[config.mk]
export PLATFORM = sky130hd
export DESIGN_NAME = multi_cycle_ctrl_flat
export DESIGN_NICKNAME = d
export VERILOG_FILES = /design/src/rtl/multi_cycle_pkg.sv /design/src/rtl/multi_cycle_ctrl_if.sv /design/src/rtl/multi_cycle_ctrl_sat_counter.sv /design/src/rtl/multi_cycle_ctrl.sv /design/src/flat_wrapper.sv
export SDC_FILE = /design/constraint.sdc
export NUM_CORES = 1
export LEC_CHECK = 0
export ABC_CLOCK_PERIOD_IN_PS = 4100
export BUFFER_PORTS_ARGS = -buffer_cell sky130_fd_sc_hd__buf_2
export CAP_MARGIN = 20
export CORE_MARGIN = 5
export CORE_UTILIZATION = 58
export CTS_CLUSTER_SIZE = 30
export DETAILED_ROUTE_END_ITERATION = 10
export PLACE_DENSITY = 0.85
export SLEW_MARGIN = 20
export SYNTH_ARGS = -nofsm -noshare
export SYNTH_HDL_FRONTEND = slang
export SYNTH_SLANG_ARGS = --single-unit
[constraint.sdc]
create_clock -name clk_i -period 4.1 [get_ports clk_i]
set_input_delay 0.82 -clock clk_i [delete_from_list [all_inputs] [get_ports clk_i]]
set_output_delay 0.82 -clock clk_i [all_outputs]
set_load 0.05 [all_outputs]
[src/rtl/multi_cycle_pkg.sv]
// rtl/multi_cycle_pkg.sv - shared encodings for the multi-cycle MIPS-subset control unit
package multi_cycle_pkg;

    localparam logic [5:0] OP_RTYPE = 6'h00;
    localparam logic [5:0] OP_J     = 6'h02;
    localparam logic [5:0] OP_JAL   = 6'h03;
    localparam logic [5:0] OP_BEQ   = 6'h04;
    localparam logic [5:0] OP_BNE   = 6'h05;
    localparam logic [5:0] OP_ADDI  = 6'h08;
    localparam logic [5:0] OP_LUI   = 6'h0F;
    localparam logic [5:0] OP_LW    = 6'h23;
    localparam logic [5:0] OP_SW    = 6'h2B;

    localparam logic [5:0] FN_JR    = 6'h08;

    localparam logic [2:0] ALUOP_ADD   = 3'd0;
    localparam logic [2:0] ALUOP_SUB   = 3'd1;
    localparam logic [2:0] ALUOP_RTYPE = 3'd2;

    localparam logic [1:0] PCSRC_ALU    = 2'd0;
    localparam logic [1:0] PCSRC_ALUOUT = 2'd1;
    localparam logic [1:0] PCSRC_JUMP   = 2'd2;
    localparam logic [1:0] PCSRC_RS     = 2'd3;

    localparam logic [1:0] SRCB_RT      = 2'd0;
    localparam logic [1:0] SRCB_FOUR    = 2'd1;
    localparam logic [1:0] SRCB_IMM     = 2'd2;
    localparam logic [1:0] SRCB_IMM_SH2 = 2'd3;

    localparam logic [1:0] RDST_RT = 2'd0;
    localparam logic [1:0] RDST_RD = 2'd1;
    localparam logic [1:0] RDST_RA = 2'd2;

    localparam logic [1:0] WB_ALUOUT  = 2'd0;
    localparam logic [1:0] WB_MDR     = 2'd1;
    localparam logic [1:0] WB_LINK    = 2'd2;
    localparam logic [1:0] WB_LUI_IMM = 2'd3;

    // FETCH is zero so the debug state reads 0 while reset is held
    typedef enum logic [3:0] {
        ST_FETCH    = 4'd0,
        ST_DECODE   = 4'd1,
        ST_EXEC_R   = 4'd2,
        ST_WB_R     = 4'd3,
        ST_EXEC_I   = 4'd4,
        ST_WB_I     = 4'd5,
        ST_WB_LUI   = 4'd6,
        ST_MEM_ADDR = 4'd7,
        ST_MEM_RD   = 4'd8,
        ST_MEM_WB   = 4'd9,
        ST_MEM_WR   = 4'd10,
        ST_BRANCH   = 4'd11,
        ST_JUMP     = 4'd12,
        ST_TRAP     = 4'd13
    } state_e;

    function automatic logic is_jr(input logic [5:0] op, input logic [5:0] funct);
        return (op == OP_RTYPE) && (funct == FN_JR);
    endfunction

endpackage

[src/rtl/multi_cycle_ctrl_if.sv]
// rtl/multi_cycle_ctrl_if.sv - unified memory port handshake between control unit and memory
interface multi_cycle_ctrl_if;

    logic mem_req_o;
    logic mem_we_o;
    logic iord_o;
    logic mem_ready_i;

    modport master (
        output mem_req_o,
        output mem_we_o,
        output iord_o,
        input  mem_ready_i
    );

    modport slave (
        input  mem_req_o,
        input  mem_we_o,
        input  iord_o,
        output mem_ready_i
    );

endinterface

[src/rtl/multi_cycle_ctrl_sat_counter.sv]
// rtl/multi_cycle_ctrl_sat_counter.sv - saturating up-counter with synchronous clear
module sat_counter #(
    parameter int W = 32
) (
    input  logic         clk_i,
    input  logic         rst_n,
    input  logic         inc_i,
    input  logic         clear_i,
    output logic [W-1:0] cnt_o
);

    localparam logic [W-1:0] CNT_MAX = {W{1'b1}};
    localparam logic [W-1:0] CNT_ONE = {{(W-1){1'b0}}, 1'b1};

    logic [W-1:0] cnt_q;
    logic [W-1:0] cnt_d;

    always_comb begin
        cnt_d = cnt_q;
        if (clear_i) begin
            cnt_d = '0;
        end else if (inc_i && (cnt_q != CNT_MAX)) begin
            cnt_d = cnt_q + CNT_ONE;
        end
    end

    always_ff @(posedge clk_i or negedge rst_n) begin
        if (!rst_n) begin
            cnt_q <= '0;
        end else begin
            cnt_q <= cnt_d;
        end
    end

    assign cnt_o = cnt_q;

endmodule

[src/rtl/multi_cycle_ctrl.sv]
// rtl/multi_cycle_ctrl.sv - multi-cycle control FSM sequencing shared ALU and unified memory port
module multi_cycle_ctrl
    import multi_cycle_pkg::*;
#(
    parameter int CNT_W       = 32,
    parameter int MEM_TIMEOUT = 16
) (
    input  logic                 clk_i,
    input  logic                 rst_n,
    input  logic [5:0]           op_i,
    input  logic [5:0]           funct_i,
    input  logic                 alu_zero_i,
    multi_cycle_ctrl_if.master   mem,
    output logic                 ir_write_o,
    output logic                 pc_write_o,
    output logic [1:0]           pc_src_o,
    output logic                 alu_src_a_o,
    output logic [1:0]           alu_src_b_o,
    output logic [2:0]           alu_op_o,
    output logic                 reg_write_o,
    output logic [1:0]           reg_dst_o,
    output logic [1:0]           wb_src_o,
    output logic [3:0]           state_o,
    output logic                 err_o,
    output logic [CNT_W-1:0]     cycle_cnt_o,
    output logic [CNT_W-1:0]     instr_cnt_o
);

    localparam logic [7:0] TMO_LIMIT = 8'(MEM_TIMEOUT);

    state_e     state_q, state_d;
    logic [7:0] tmo_q, tmo_d;
    logic       err_q, err_d;
    logic       retire;
    logic       tmo_hit;
    logic [7:0] tmo_inc;

    logic       mem_req_c, mem_we_c, iord_c, ir_write_c, pc_write_c;
    logic       alu_src_a_c, reg_write_c;
    logic [1:0] pc_src_c, alu_src_b_c, reg_dst_c, wb_src_c;
    logic [2:0] alu_op_c;

    // the current wait cycle is the last one allowed before a trap
    assign tmo_hit = (tmo_q == (TMO_LIMIT - 8'd1));
    assign tmo_inc = tmo_q + 8'd1;

    always_comb begin
        state_d     = state_q;
        tmo_d       = '0;
        retire      = 1'b0;
        mem_req_c   = 1'b0;
        mem_we_c    = 1'b0;
        iord_c      = 1'b0;
        ir_write_c  = 1'b0;
        pc_write_c  = 1'b0;
        pc_src_c    = PCSRC_ALU;
        alu_src_a_c = 1'b0;
        alu_src_b_c = SRCB_RT;
        alu_op_c    = ALUOP_ADD;
        reg_write_c = 1'b0;
        reg_dst_c   = RDST_RT;
        wb_src_c    = WB_ALUOUT;

        case (state_q)
            ST_FETCH: begin
                mem_req_c   = 1'b1;
                alu_src_b_c = SRCB_FOUR;
                if (mem.mem_ready_i) begin
                    ir_write_c = 1'b1;
                    pc_write_c = 1'b1;
                    state_d    = ST_DECODE;
                end else if (tmo_hit) begin
                    state_d = ST_TRAP;
                end else begin
                    tmo_d = tmo_inc;
                end
            end
            ST_DECODE: begin
                alu_src_b_c = SRCB_IMM_SH2;
                case (op_i)
                    OP_RTYPE:      state_d = is_jr(op_i, funct_i) ? ST_JUMP : ST_EXEC_R;
                    OP_ADDI:       state_d = ST_EXEC_I;
                    OP_LUI:        state_d = ST_WB_LUI;
                    OP_LW, OP_SW:  state_d = ST_MEM_ADDR;
                    OP_BEQ, OP_BNE: state_d = ST_BRANCH;
                    OP_J, OP_JAL:  state_d = ST_JUMP;
                    default:       state_d = ST_TRAP;
                endcase
            end
            ST_EXEC_R: begin
                alu_src_a_c = 1'b1;
                alu_op_c    = ALUOP_RTYPE;
                state_d     = ST_WB_R;
            end
            ST_WB_R: begin
                reg_write_c = 1'b1;
                reg_dst_c   = RDST_RD;
                retire      = 1'b1;
                state_d     = ST_FETCH;
            end
            ST_EXEC_I: begin
                alu_src_a_c = 1'b1;
                alu_src_b_c = SRCB_IMM;
                state_d     = ST_WB_I;
            end
            ST_WB_I: begin
                reg_write_c = 1'b1;
                retire      = 1'b1;
                state_d     = ST_FETCH;
            end
            ST_WB_LUI: begin
                reg_write_c = 1'b1;
                wb_src_c    = WB_LUI_IMM;
                retire      = 1'b1;
                state_d     = ST_FETCH;
            end
            ST_MEM_ADDR: begin
                alu_src_a_c = 1'b1;
                alu_src_b_c = SRCB_IMM;
                state_d     = (op_i == OP_LW) ? ST_MEM_RD : ST_MEM_WR;
            end
            ST_MEM_RD: begin
                mem_req_c = 1'b1;
                iord_c    = 1'b1;
                if (mem.mem_ready_i) begin
                    state_d = ST_MEM_WB;
                end else if (tmo_hit) begin
                    state_d = ST_TRAP;
                end else begin
                    tmo_d = tmo_inc;
                end
            end
            ST_MEM_WB: begin
                reg_write_c = 1'b1;
                wb_src_c    = WB_MDR;
                retire      = 1'b1;
                state_d     = ST_FETCH;
            end
            ST_MEM_WR: begin
                mem_req_c = 1'b1;
                mem_we_c  = 1'b1;
                iord_c    = 1'b1;
                if (mem.mem_ready_i) begin
                    retire  = 1'b1;
                    state_d = ST_FETCH;
                end else if (tmo_hit) begin
                    state_d = ST_TRAP;
                end else begin
                    tmo_d = tmo_inc;
                end
            end
            ST_BRANCH: begin
                alu_src_a_c = 1'b1;
                alu_op_c    = ALUOP_SUB;
                pc_src_c    = PCSRC_ALUOUT;
                pc_write_c  = alu_zero_i ^ (op_i == OP_BNE);
                retire      = 1'b1;
                state_d     = ST_FETCH;
            end
            ST_JUMP: begin
                pc_write_c = 1'b1;
                pc_src_c   = is_jr(op_i, funct_i) ? PCSRC_RS : PCSRC_JUMP;
                if (op_i == OP_JAL) begin
                    reg_write_c = 1'b1;
                    reg_dst_c   = RDST_RA;
                    wb_src_c    = WB_LINK;
                end
                retire  = 1'b1;
                state_d = ST_FETCH;
            end
            ST_TRAP: begin
                state_d = ST_TRAP;
            end
            default: begin
                state_d = ST_TRAP;
            end
        endcase

        err_d = err_q | (state_d == ST_TRAP);
    end

    always_ff @(posedge clk_i or negedge rst_n) begin
        if (!rst_n) begin
            state_q <= ST_FETCH;
            tmo_q   <= '0;
            err_q   <= 1'b0;
        end else begin
            state_q <= state_d;
            tmo_q   <= tmo_d;
            err_q   <= err_d;
        end
    end

    // gating with rst_n drops every enable the instant reset falls, abandoning any write
    assign mem.mem_req_o = rst_n & mem_req_c;
    assign mem.mem_we_o  = rst_n & mem_we_c;
    assign mem.iord_o    = rst_n & iord_c;
    assign ir_write_o    = rst_n & ir_write_c;
    assign pc_write_o    = rst_n & pc_write_c;
    assign pc_src_o      = rst_n ? pc_src_c    : 2'd0;
    assign alu_src_a_o   = rst_n & alu_src_a_c;
    assign alu_src_b_o   = rst_n ? alu_src_b_c : 2'd0;
    assign alu_op_o      = rst_n ? alu_op_c    : 3'd0;
    assign reg_write_o   = rst_n & reg_write_c;
    assign reg_dst_o     = rst_n ? reg_dst_c   : 2'd0;
    assign wb_src_o      = rst_n ? wb_src_c    : 2'd0;
    assign state_o       = state_q;
    assign err_o         = err_q;

    sat_counter #(.W(CNT_W)) u_cycle_cnt (
        .clk_i   (clk_i),
        .rst_n   (rst_n),
        .inc_i   (1'b1),
        .clear_i (1'b0),
        .cnt_o   (cycle_cnt_o)
    );

    sat_counter #(.W(CNT_W)) u_instr_cnt (
        .clk_i   (clk_i),
        .rst_n   (rst_n),
        .inc_i   (retire),
        .clear_i (1'b0),
        .cnt_o   (instr_cnt_o)
    );

endmodule
[src/flat_wrapper.sv]
// flat-port wrapper written by rule: the top's interface ports become plain ports
module multi_cycle_ctrl_flat import multi_cycle_pkg::*;
#(
    parameter int CNT_W       = 32,
    parameter int MEM_TIMEOUT = 16
)
  (clk_i, rst_n, op_i, funct_i, alu_zero_i, ir_write_o, pc_write_o, pc_src_o, alu_src_a_o, alu_src_b_o, alu_op_o, reg_write_o, reg_dst_o, wb_src_o, state_o, err_o, cycle_cnt_o, instr_cnt_o, mem_mem_req_o, mem_mem_we_o, mem_iord_o, mem_mem_ready_i);
  multi_cycle_ctrl_if mem_i ();
  input  logic clk_i;
  input  logic rst_n;
  input  logic [5:0] op_i;
  input  logic [5:0] funct_i;
  input  logic alu_zero_i;
  output logic ir_write_o;
  output logic pc_write_o;
  output logic [1:0] pc_src_o;
  output logic alu_src_a_o;
  output logic [1:0] alu_src_b_o;
  output logic [2:0] alu_op_o;
  output logic reg_write_o;
  output logic [1:0] reg_dst_o;
  output logic [1:0] wb_src_o;
  output logic [3:0] state_o;
  output logic err_o;
  output logic [CNT_W-1:0] cycle_cnt_o;
  output logic [CNT_W-1:0] instr_cnt_o;
  output wire logic [$bits(mem_i.mem_req_o)-1:0] mem_mem_req_o;
  output wire logic [$bits(mem_i.mem_we_o)-1:0] mem_mem_we_o;
  output wire logic [$bits(mem_i.iord_o)-1:0] mem_iord_o;
  input wire logic [$bits(mem_i.mem_ready_i)-1:0] mem_mem_ready_i;
  assign mem_mem_req_o = mem_i.mem_req_o;
  assign mem_mem_we_o = mem_i.mem_we_o;
  assign mem_iord_o = mem_i.iord_o;
  assign mem_i.mem_ready_i = mem_mem_ready_i;
  multi_cycle_ctrl #(.CNT_W(CNT_W), .MEM_TIMEOUT(MEM_TIMEOUT)) u_core (.clk_i(clk_i), .rst_n(rst_n), .op_i(op_i), .funct_i(funct_i), .alu_zero_i(alu_zero_i), .mem(mem_i), .ir_write_o(ir_write_o), .pc_write_o(pc_write_o), .pc_src_o(pc_src_o), .alu_src_a_o(alu_src_a_o), .alu_src_b_o(alu_src_b_o), .alu_op_o(alu_op_o), .reg_write_o(reg_write_o), .reg_dst_o(reg_dst_o), .wb_src_o(wb_src_o), .state_o(state_o), .err_o(err_o), .cycle_cnt_o(cycle_cnt_o), .instr_cnt_o(instr_cnt_o));
endmodule
Word level (Yosys, flattened, before mapping)
Cells that the tools add are included.
{"block": "op_classes", "n_mux": 33, "n_reduce_logical": 13, "n_bitwise": 9, "n_eq_ne": 25, "add_sub_neg": 3}
{"cell": "32-bit by 1-bit adder with 32-bit output (second input constant)", "count": 2}
{"cell": "32-bit inequality test (second input constant)", "count": 2}
{"cell": "4-bit one-hot mux with 8 select lines", "count": 1}
{"cell": "4-bit == test (second input constant)", "count": 6}
{"cell": "8-bit 2-to-1 mux", "count": 3}
{"cell": "4-bit one-hot mux with 6 select lines", "count": 1}
{"cell": "4-bit 2-to-1 mux", "count": 5}
{"cell": "6-bit by 4-bit == test with 1-bit output (second input constant)", "count": 3}
{"cell": "4-bit by 3-bit == test with 1-bit output (second input constant)", "count": 4}
{"cell": "2-bit 2-to-1 mux", "count": 7}
{"cell": "6-bit by 2-bit == test with 1-bit output (second input constant)", "count": 2}
{"cell": "6-bit by 3-bit == test with 1-bit output (second input constant)", "count": 2}
{"cell": "6-bit == test (second input constant)", "count": 2}
{"cell": "2-bit one-hot mux with 2 select lines", "count": 3}
{"cell": "2-bit one-hot mux with 3 select lines", "count": 2}
{"cell": "2-bit OR reduction", "count": 5}
{"cell": "8-bit by 1-bit adder with 8-bit output (second input constant)", "count": 1}
{"cell": "4-bit by 2-bit == test with 1-bit output (second input constant)", "count": 2}
{"cell": "8-bit by 4-bit == test with 1-bit output (second input constant)", "count": 1}
{"cell": "1-bit 2-to-1 mux", "count": 8}
{"cell": "4-bit OR reduction", "count": 2}
{"cell": "1-bit bitwise AND", "count": 7}
{"cell": "6-bit zero test", "count": 1}
{"cell": "6-bit OR reduction", "count": 1}
{"cell": "other kinds (8)", "count": 10}
{"block": "word_totals", "inputBits": 16, "reg_bits": 77, "out_inout_bits": 87}

Depth between registers and ports, before layout
{"block": "depth", "depth_word": 7, "depth_mapped": 7, "mapped_depth_nobuf": 6}

Modules after synthesis
From an unflattened synthesis, not the netlist that was laid out.
{"block": "unflattened", "cells_unflattened": 567, "hier_area_um2": 4958.5}
{"mod": "sat_counter", "instances": 2, "area_each_um2": 1854.3, "cells_each": 198}
{"mod": "multi_cycle_ctrl", "instances": 1, "area_each_um2": 1249.9, "cells_each": 171}

Least setup slack after synthesis
Ideal clock, no wire load.
{"block": "synth_timing", "kind": "register to output", "from": "register u_core.state_q[1], in the netlist u_core.state_o[1]", "to": "output port alu_src_b_o[1]", "stages_incl_launch_ff": 5, "setup_slack_ps": -473, "arrival_ps": 3753, "required_ps": 3280, "cell_sequence": "dfrtp_1 -> clkbuf_1 -> clkbuf_1 -> nor3_1 -> a2111oi_0"}
{"block": "synth_via", "elab_chain_len": 4}
{"item": "start, declared", "line": "multi_cycle_ctrl.sv:31", "text": "state_e state_q, state_d;"}
{"item": "start signal, assigned", "line": "multi_cycle_ctrl.sv:188", "text": "state_q <= state_d;"}
{"item": "4-bit by 3-bit == test with 1-bit output", "line": "multi_cycle_ctrl.sv:64", "text": "case (state_q)"}
{"item": "2-bit OR reduction (no line)"}
{"item": "2-bit one-hot mux with 3 select lines (*)", "line": "multi_cycle_ctrl.sv:64"}
{"item": "2-bit 2-to-1 mux (*)", "line": "multi_cycle_ctrl.sv:202", "text": "assign alu_src_b_o = rst_n ? alu_src_b_c : 2'd0;"}
{"item": "end, declared", "line": "flat_wrapper.sv:18", "text": "output logic [1:0] alu_src_b_o;"}
Every way passes the cells marked *; elsewhere a longest branch is shown, timed or not.

Final worst setup path
{"block": "layout_timing", "from": "register u_core.state_q[2], in the netlist u_core.state_o[2]", "to": "output port alu_src_b_o[1]"}
Same word-level chain as after synthesis.

==> run_results.csv <==
group,metric,value,unit
layout,fin_util,0.7007,
clock_network,root_buffer,"clkbuf_8",
pwr,p_per_area,454.8,mW/mm^2
floorplanning,die-height,96.21,um
grt,grt_usage,0.2250,
setup_path,end_kind,"primary output",
clock_network,clk_path_buf_depth,2,
routing,drcViolationCount,0,
sta,rsz0062_at_grt,"no",
logic_synthesis,ys_types,59,
setup_path,crit_chain,"nor2b_1 -> nor3_1 -> a2111oi_1 -> buf_2",
logic_synthesis,yosys-top-cells-area,"dfrtp_1 45%, xnor2_1 10%, nand3_1 4.2%",
logic_synthesis,syn-num-nets,475,
sta,hold_viol_final,0,
logic_synthesis,syn_inst,456,
pwr,power,0.002312,W
logic_synthesis,yosys_warnings,0,
layout,nNetsFinal,571,
routing,wl,10140,um
sta,slew_headroom,0.4966,
setup_path,path_max_fanout,17,
pwr,p_seq_frac,0.402,
logic_synthesis,synth_top_area_frac,0.4470,
setup_path,rr_worst_depth,4,
grt,grt_pass1_vias,3570,
routing,drtIter0Drc,276,
setup_path,r2r-start,"u_core.u_cycle_cnt.cnt_o[4]",
pwr,vdd_ir_drop_max,0.0002369,V
logic_synthesis,yosysSeqAreaShare,0.4470,
sta,slew_violations,0,
hold_path,hp-class,"in2async",
logic_synthesis,dominantRegCellSynth,"dfrtp_1",
sta,final.period_utilization,0.7281,
setup_path,crit_required,3280,ps
clock_network,clkTransAtPathRegs,80,ps
sta,setup-tns-final,0,ps
placement,numPortBuffers,101,
setup_path,r2r-end,"u_core.u_cycle_cnt.cnt_o[1]",
floorplanning,ios,103,
floorplanning,initial_core_util,0.5943,
floorplanning,core_area,0.007253,sq mm
grt,grt_first_pass_wirelength,16460,um
clock_network,cts-resized-gates,0,
pwr,internal_power,0.001352,W
layout,drive_gt1_frac,0.2352,
setup_path,rrSetupSlack,1680,ps
placement,hpwl,7247,um
routing,routedWlPerCell,15.45,um
floorplanning,die_w,96.21,um
pwr,clockPowerShare,0.253,
logic_synthesis,synth_edf_count,0,
logic_synthesis,ys_ff_latch,77,
pwr,power_frac_comb,0.345,
sta,setup_viol,0,
outcome,status,"completed",
layout,syn2layout_area_growth,17.91,%
job,cap_violations,0,
grt,antenna_found_initial,0,
logic_synthesis,async_reset_ff_frac,1.000,
setup_path,cp-start-kind,"register",
grt,overflow,0,
routing,viasPerCell,5.823,
clock_network,cts.sinks,77,
pwr,p_sw,0.0009600,W
routing,drt-pass1-iter-count,5,
placement,pre_cts_ws,1133,ps
setup_path,cp_slowest_cell,"dfrtp_1",
placement,gp_congestion,0.9058,
layout,num_antenna_cells,0,
clock_network,cts_tree,"built",
setup_path,cp.arrival,2170,ps
placement,dp.cells,640,
logic_synthesis,synth.largest_area_cell,"dfrtp_1",
clock_network,numCtsBuffers,9,
pwr,switching_share,0.4153,
sta,fin_skew,14.43,ps
setup_path,path_buf_inv,1,
setup_path,critPathKind,"reg2out",
floorplanning,die_area,0.009255,sq mm
clock_network,clk_latency,350,ps
layout,layoutNonFillerInstCount,656,
clock_network,ctsHoldBuffers,0,
logic_synthesis,syn_area,0.004310,sq mm
pwr,leakage,2.483,nW
routing,dr_total_vias,3820,
setup_path,cp_top_family,"flip-flops",
sta,tightestPinTransition,749.5,ps
sta,fin_crit,2985,ps
sta,finalWorstSetupSlack,1115,ps
sta,fmax,0.3350,GHz
floorplanning,rows,31,
logic_synthesis,syn_avg_cell_area,9.453,sq um
setup_path,max_stage_delay,650,ps
clock_network,htreeDepth,3,
grt,grt_max_degree,59,
clock_network,cts_setup_buffers,0,
routing,ant_nets,0,
==> cell usage after synthesis, drive strengths merged, types with 2 or more instances <==
library cell,number
dfrtp,77
clkbuf,9
mux2,2
a222oi,2
o21ai,13
or3,5
a21oi,8
nand2,25
a21boi,2
xnor2,49
nor3,16
a21o,2
o21a,5
or2,3
nand2b,6
inv,15
and4,11
nor2b,5
or4,5
ha,3
o31ai,2
and3,23
nand4,25
nor2,44
a41oi,2
xor2,20
and2,8
nand3,36
nor4,7
buf,9
==> cell families (layout without fill, tap and decap cells) <==
kind of cell,after synthesis,count (layout),synth area share
AO/OA/AOI/OAI,48,48,0.07751
buffers and inverters,33,134,0.03367
multiplexers,2,2,0.006095
XOR/XNOR,69,69,0.1402
AND/OR/NAND/NOR,223,223,0.2859
other,1,1,0.0008700
flip-flops,77,77,0.4470
adder cells (fa/ha/maj),3,3,0.008709
==> per-layer routing <==
metal	GRT usage	vias to the layer above	wire length, um
met5	0	-	0
met4	0.07109	0	87
met3	0.04144	9	790
met2	0.3652	170	4876
met1	0.3051	1825	4381
li1	-	1816	-
==> sequential cells by signal, summed over array words and instances (netlist names) <==
register	flops
u_core.u_cycle_cnt.cnt_o	32
u_core.u_instr_cnt.cnt_o	32
u_core.tmo_q	8
u_core.state_o	4
u_core.err_o	1
==> final cells by class <==
class	instances	area, sq um
Multi-Input combinational cell	346	2245
Sequential cell	77	1927
Inverter	15	56.30
Tap cell	99	123.9
Timing Repair Buffer	103	523.0
Fill cell	566	2171
Clock buffer	10	137.6
Clock inverter	6	70.07
==> placed cells by master, fill, tap and decap left out, types with 3 or more instances in the layout <==
cell type / instances
buf_2: 100
dfrtp_1: 77
xnor2_1: 49
nor2_1: 43
nand3_1: 36
nand2_1: 25
nand4_1: 24
and3_1: 23
xor2_1: 20
nor3_1: 16
inv_1: 15
o21ai_0: 10
and4_1: 10
clkbuf_8: 10
a21oi_1: 8
and2_1: 7
nor4_1: 6
nand2b_1: 6
o21a_1: 5
or3_1: 5
nor2b_1: 5
or4_1: 4
o21ai_1: 3
or2_2: 3
ha_1: 3
clkinv_4: 3
buf_4: 3
==> power groups by stage <==
stage / Clock, W / Sequential, W / Combinational [W]
4_1_cts: 0.000596 / 0.000926 / 0.000796
5_1_grt: 0.000630 / 0.000944 / 0.000866
6_report: 0.000584 / 0.000930 / 0.000798
3_3_place_gp: 0 / 0.000935 / 0.000784
3_5_place_dp: 0 / 0.000941 / 0.000792
2_1_floorplan: 0 / 0.00103 / 0.000513
==> metrics by stage <==
step / hold WS [ps] / area [sq um]
2_1_floorplan: 432.9 / 4312
3_3_place_gp: 451.2 / 4875
3_5_place_dp: 468.3 / 4875
4_1_cts: 366.5 / 5082
5_1_grt: 377.3 / 5082
6_report: 364.9 / 5082
==> how the worst max path moves through the flow <==
stage,slack (ps),startpoint,depth (start not counted),to
floorplan,180,u_core.state_o[1],4,alu_src_b_o[1]
global placement,1200,rst_n,6,pc_src_o[0]
detailed placement,1130,op_i[1],7,pc_write_o
CTS,1110,u_core.state_o[2],4,alu_src_b_o[1]
global route,930,u_core.state_o[2],4,alu_src_b_o[1]
finish,1110,u_core.state_o[2],4,alu_src_b_o[1]
(Power assumes the default switching activity.)
